$ cat src/rtl/btn_press_decoder_pkg.sv
// btn_press_decoder_pkg: shared FSM state encoding for the button press decoder.
package btn_press_decoder_pkg;
  typedef enum logic [1:0] {
    IDLE  = 2'd0,
    PRESS = 2'd1,
    HOLD  = 2'd2
  } state_e;
endpackage

$ cat src/rtl/btn_press_decoder_tick_divider.sv
// tick_divider: free-running 2^DW+1 cycle prescaler; tick is the counter MSB.
module tick_divider #(
  parameter int DW = 15
) (
  input  logic clk,
  input  logic rst_n,
  output logic tick
);
  logic [DW:0] div_q;
  assign tick = div_q[DW];
  always_ff @(posedge clk or negedge rst_n)
    if (!rst_n) div_q <= '0;
    else        div_q <= tick ? '0 : div_q + 1'b1;
endmodule

$ cat src/rtl/btn_press_decoder.sv
// btn_press_decoder: debounces an active-low button pad and reports SHORT/LONG presses via valid/ack.
module btn_press_decoder
  import btn_press_decoder_pkg::*;
#(
  parameter int DW   = 15,
  parameter int TW   = 8,
  parameter int DEB  = 3,
  parameter int LONG = 100
) (
  input  logic clk,
  input  logic rst_n,
  input  logic btn_n,
  input  logic ena,
  input  logic evt_ack,
  output logic btn_level,
  output logic evt_valid,
  output logic evt_long,
  output logic evt_ovf
);
  localparam logic [TW-1:0] DEB_M1  = TW'(DEB - 1);
  localparam logic [TW-1:0] LONG_M1 = TW'(LONG - 1);
  logic          tick, raw, level_q;
  logic [1:0]    sync_q;
  logic [TW-1:0] deb_q, timer_q, timer_d, timer_inc;
  state_e        state_q, state_d;
  logic          emit, emit_long, ack_hit;
  logic          valid_q, valid_d, long_q, long_d, ovf_q, ovf_d;
  tick_divider #(.DW(DW)) u_div (.clk(clk), .rst_n(rst_n), .tick(tick));
  assign raw       = ~sync_q[1];
  assign timer_inc = timer_q + 1'b1;
  assign ack_hit   = evt_ack & valid_q;
  always_ff @(posedge clk or negedge rst_n)
    if (!rst_n) sync_q <= 2'b11;
    else        sync_q <= {sync_q[0], btn_n};
  always_ff @(posedge clk or negedge rst_n)
    if (!rst_n) begin
      deb_q   <= '0;
      level_q <= 1'b0;
    end else if (tick) begin
      if (raw == level_q) deb_q <= '0;
      else if (deb_q == DEB_M1) begin
        deb_q   <= '0;
        level_q <= ~level_q;
      end else deb_q <= deb_q + 1'b1;
    end
  always_comb begin
    state_d   = state_q;
    timer_d   = timer_q;
    emit      = 1'b0;
    emit_long = 1'b0;
    if (tick)
      case (state_q)
        IDLE:
          if (level_q) begin
            state_d = PRESS;
            timer_d = '0;
          end
        PRESS:
          if (!level_q) begin
            emit    = 1'b1;
            state_d = IDLE;
          end else begin
            timer_d = timer_inc;
            if (timer_inc == LONG_M1) begin
              emit      = 1'b1;
              emit_long = 1'b1;
              state_d   = HOLD;
            end
          end
        HOLD:    state_d = level_q ? HOLD : IDLE;
        default: state_d = IDLE;
      endcase
    if (!ena) begin
      state_d = IDLE;
      timer_d = '0;
      emit    = 1'b0;
    end
  end
  // a fresh emit beats an ack landing in the same cycle; overwrite only counts if the old event was not acked
  assign valid_d = ena & (emit | (valid_q & ~evt_ack));
  assign long_d  = ena & (emit ? emit_long : (long_q & ~ack_hit));
  assign ovf_d   = ena & ((emit & valid_q & ~evt_ack) | (ovf_q & ~ack_hit));
  always_ff @(posedge clk or negedge rst_n)
    if (!rst_n) begin
      state_q <= IDLE;
      timer_q <= '0;
      valid_q <= 1'b0;
      long_q  <= 1'b0;
      ovf_q   <= 1'b0;
    end else begin
      state_q <= state_d;
      timer_q <= timer_d;
      valid_q <= valid_d;
      long_q  <= long_d;
      ovf_q   <= ovf_d;
    end
  assign btn_level = level_q;
  assign evt_valid = valid_q;
  assign evt_long  = long_q;
  assign evt_ovf   = ovf_q;
endmodule
$ cat config.mk
export PLATFORM = sky130hd
export DESIGN_NAME = btn_press_decoder
export DESIGN_NICKNAME = d
export VERILOG_FILES = /design/src/rtl/btn_press_decoder_pkg.sv /design/src/rtl/btn_press_decoder_tick_divider.sv /design/src/rtl/btn_press_decoder.sv
export SDC_FILE = /design/constraint.sdc
export NUM_CORES = 1
export LEC_CHECK = 0
export CAP_MARGIN = 20
export CORE_MARGIN = 2
export CORE_UTILIZATION = 60
export CTS_BUF_LIST = sky130_fd_sc_hd__clkbuf_8
export DETAILED_ROUTE_END_ITERATION = 7
export PLACE_DENSITY = 0.83
export SLEW_MARGIN = 10
export SYNTH_ARGS = -nofsm -noshare
export SYNTH_HDL_FRONTEND = slang
export SYNTH_SLANG_ARGS = --single-unit
$ cat constraint.sdc
create_clock -name clk -period 2.33 [get_ports clk]
set_input_delay 0.3495 -clock clk [delete_from_list [all_inputs] [get_ports clk]]
set_output_delay 0.3495 -clock clk [all_outputs]
set_load 0.005 [all_outputs]
Yosys cells after proc, flatten, opt, wreduce, memory -nomap -nowiden:

Index checks and enable logic that the tools add are counted.

* add/sub/neg operators: 3
* eq/ne operators: 10
* mux-type cells: 24
* bitwise operators: 16
* reduce and logical (&&, ||, !) cells: 4

Operators with widths (count)
* $mux 8: 6
* $add 16x1->16 const B: 1
* $add 8x1->8 const B: 2
* $mux 16: 1
* $pmux 8 s2: 1
* $mux 2: 6
* $and 1x1->1: 9
* $mux 1: 9
* $eq 8x2->1 const B: 1
* $eq 8x7->1 const B: 1
* $ne 3x3->1 const B: 2
* $pmux 2 s3: 1
* $reduce_and 3->1: 2
* $not 1->1: 5
* $ne 4x4->1 const B: 1
* $reduce_and 4->1: 1
* $ne 3x1->1 const B: 1
* $eq 2x1->1 const B: 1
* $eq 2x2->1 const B: 1
* $logic_not 2->1: 1
* $ne 2x1->1 const B: 1
* $or 1x1->1: 2
* $eq 1x1->1: 1

* register bits after elaboration: 40
* output and inout bits: 4
* word-level logic and storage cells: 66

Logic depth before layout (Yosys ltp):

* depth in word-level cells: 11
* mapped depth: 7
* mapped depth without buffers: 7

By module:

A second synthesis with hierarchy kept.

* cells, all modules: 230
* area total of the unflattened synthesis: 2218.4 µm²

By module, submodules not included
* btn_press_decoder: times used 1, cells each 154, area an instance 1408.9 µm², seq. area each 603.1 µm²
* tick_divider: times used 1, cells each 76, area an instance 809.5 µm², seq. area each 400.4 µm²

Worst setup path before layout:

No wires, ideal clock.

* kind: register to register
* start point: register deb_q[0]
* end point: register deb_q[1]
* data arrival time: 1.649 ns
* data required time: 2.205 ns
* path slack: 0.556 ns
* stages on the path, launching flop included: 7
* buffers on the path: 0
* clock period less this slack: 1.774 ns
* path through: dfrtp_1 inv_1 ha_1 or4b_4 o41ai_4 nor2_1 mux2_4

* cells in the longest elaborated chain, start to end: 3

Ends and longest elaborated chain
* start, declared: RTL line btn_press_decoder.sv:24 `logic [TW-1:0] deb_q, timer_q, timer_d, timer_inc;`
* start signal, assigned: RTL line btn_press_decoder.sv:44 `end else deb_q <= deb_q + 1'b1;`
* $add 8x1->8 / $eq 8x2->1 (equally long branches): RTL line btn_press_decoder.sv:44, btn_press_decoder.sv:41
* $mux 8 *: RTL line btn_press_decoder.sv:41 `else if (deb_q == DEB_M1) begin`
* $mux 8 *: RTL line btn_press_decoder.sv:40 `if (raw == level_q) deb_q <= '0;`

Every way passes the cells marked *; elsewhere a longest branch is shown, timed or not.
A chain may end at the register's enable or synchronous reset.

Final worst setup path:

Same ends and word-level chain as after synthesis.

==> results.cfg <==
[status]
status = complete, no violations

[clock_network]
clk_latency_ns = 0.29
cts_sinks = 40
cts_buffers = 5
postCtsSetupRepairBufs = 0
cts_resized = 0
htreeDepth = 2
clockBufferDepth = 2
cts_hold_buffers = 0
clk_pin_slew_ns = 0.08
cts_tree = yes
root_buffer = clkbuf_8

[detailed_routing]
via_per_inst = 5.64
dr_wl_met3_um = 129
wl_met2_um = 1810
post-route-drc-count = 0
drt-met1-wl_um = 1740
top_layer = met4
drt_wl_total_um = 3730
dr.pass1.iters = 4
wl_per_cell_um = 13.4
vias = 1568
drt-initial-drc-count = 129
postRouteAntennaNets = 0

[critical_path]
criticalPathCategory = flop to flop
rrSetupSlack_ns = 0.40
endpoint_kind = flop
path_max_fanout = 5
required_ns = 2.51
startpoint_type = flop
worstPathArrival_ns = 2.10

[power]
peakVddDrop_v = 0.000311
p_leak_uw = 0.00103
power.total_uw = 1170
p_per_area_nw_per_um2 = 504

[placed_design]
gp_congestion = 0.831
place_ws_ns = 0.408
hpwl_um = 2560
port_buffers = 8
dp.cells = 270

[final_layout]
finalNetCount = 244
fillers = 269
finish.utilization_pct = 68.9
multiInputGateArea_um2 = 1040
area_growth_pct = 9.27
regArea_um2 = 1000
fin_cells = 278
insertedDiodeCount = 0
final_layout_size_suffix_gt1_share_pct = 6.47

[synthesis]
yosys.area.top_type = dfrtp_1
syn_area_um2 = 2120
ys_seq_area_share_pct = 47.3
synthTopCellsByArea = dfrtp_1, nor2_1, xnor2_1
async_flop_share_pct = 100
synthesis.nets = 236
synthFlopType = dfrtp_1
synth_cell_types = 38
synth_seq_cells = 40
synth_edf_count = 0
synth_top_area_share_pct = 44.9
synth_cells = 223
syn_avg_cell_area_um2 = 9.50
yosysWarnings = 0

[sta]
fmax_mhz = 519
tightest_slew_ns = 0.859
grt_setup_unrepaired = false
fin_ws_ns = 0.404
slew_headroom_pct = 42.7
fin_crit_ns = 1.93
slew_viol_final = 0
finalCritPeriodShare_pct = 82.7
setup_tns_ns = 0
hold_viol = 0
setup_viol = 0
fin_worst_skew_ns = 0.0133

[global_routing]
grt_start_max_net_pins = 41
grt_pass1_vias = 1556
gr-total-overflow = 0
grt_usage_pct = 21.7
antenna_found_initial = 0
grt_pass1_wl_um = 6840

[floorplan]
die_y_um = 63.4
row_count = 21
ioPinCount = 9
die_w_um = 63.4
initial_core_util_pct = 63.0
core_area_um2 = 3360
die-area_um2 = 4020

[worst_hold_path]
hp-class = input pin to async pin

[run]
cap_violations = 0
stage by stage:
step / hold slack (ns) / area (um2)
after floorplan: 0.0539 / 2120
after global placement: 0.346 / 2230
after detailed placement: 0.351 / 2230
after CTS: 0.199 / 2320
after global routing: 0.242 / 2320
final: 0.158 / 2320
power breakdown:
group	switching (uW)	total, uW	internal [uW]	leakage [uW]
logic	20.4	30.4	10.0	0.000444
clock network	234	439	205	0.0000453
registers	1.12	698	697	0.000538
per-layer routing:
| metal | vias up | track usage [%] |
|---|---|---|
| met5 | - | 0 |
| met4 | 0 | 7.88 |
| li1 | 802 | - |
| met2 | 36 | 37.2 |
| met3 | 6 | 5.54 |
| met1 | 724 | 26.3 |
cell usage in the layout (no fill, tap or decap), types with 8 or more instances in the layout:
cell type / count
and3_1: 8
dfrtp_1: 38
ha_1: 8
inv_1: 11
nand2_1: 15
nand3_1: 15
nand4_1: 10
nor2_1: 31
o21ai_0: 15
xnor2_1: 12
xor2_1: 9
cells in the mapped netlist, types with 2 or more instances:
cell,instances
mux2i_1,2
nand4_1,10
buf_2,2
o211ai_1,2
nor4_1,2
nor2_1,31
a21oi_1,4
o21ai_0,15
inv_1,10
nand3_1,15
nand2b_1,2
xor2_1,9
nand2_1,15
xnor2_1,12
clkbuf_1,6
dfstp_2,2
dfrtp_1,38
o21ai_1,2
and2_1,3
ha_1,8
o31ai_1,5
and3_1,8
nor2b_1,3
o22ai_1,2
nor3_1,2
logic make-up after synthesis:
logic type / count (synthesis) / synth area share [%]
xor+xnor: 21 / 8.68
buf+inv: 19 / 3.48
flops: 40 / 47.3
simple gates: 95 / 22.4
compound gates: 37 / 11.7
mux: 3 / 1.65
fa+ha+maj: 8 / 4.72
worst paths after layout:
check | from | to | cells after the start
max | deb_q[0]$_DFFE_PN0P_ | deb_q[1]$_DFFE_PN0P_ | 6
max reg2reg | deb_q[0]$_DFFE_PN0P_ | deb_q[1]$_DFFE_PN0P_ | 6
min in group clk | sync_q[0]$_DFF_PN1_ | sync_q[1]$_DFF_PN1_ | 0
max in group asynchronous | rst_n | timer_q[0]$_DFFE_PN0P_ | 1
min reg2reg | sync_q[0]$_DFF_PN1_ | sync_q[1]$_DFF_PN1_ | 0
min | rst_n | evt_ovf$_DFF_PN0_ | 1
critical path, cell delays in order, from the launching register on:
cell	delay (ns)
dfrtp_1	0.41
inv_1	0.11
ha_1	0.16
or4b_4	0.48
o41ai_4	0.32
nor2_1	0.08
mux2_4	0.26
cell type report:
class | count | area share, %
Multi-Input combinational cell | 164 | 45.0
Clock inverter | 3 | 0.702
Timing Repair Buffer | 10 | 3.89
Tap cell | 46 | 2.49
Inverter | 10 | 1.62
Clock buffer | 5 | 2.97
Sequential cell | 40 | 43.3
registers in the layout, summed over array words and instances, names as in the netlist:
name	cells
btn_level	1
timer_q	8
sync_q	2
state_q	2
evt_valid	1
u_div.div_q	16
deb_q	8
evt_ovf	1
evt_long	1
(Power assumes the default switching activity.)
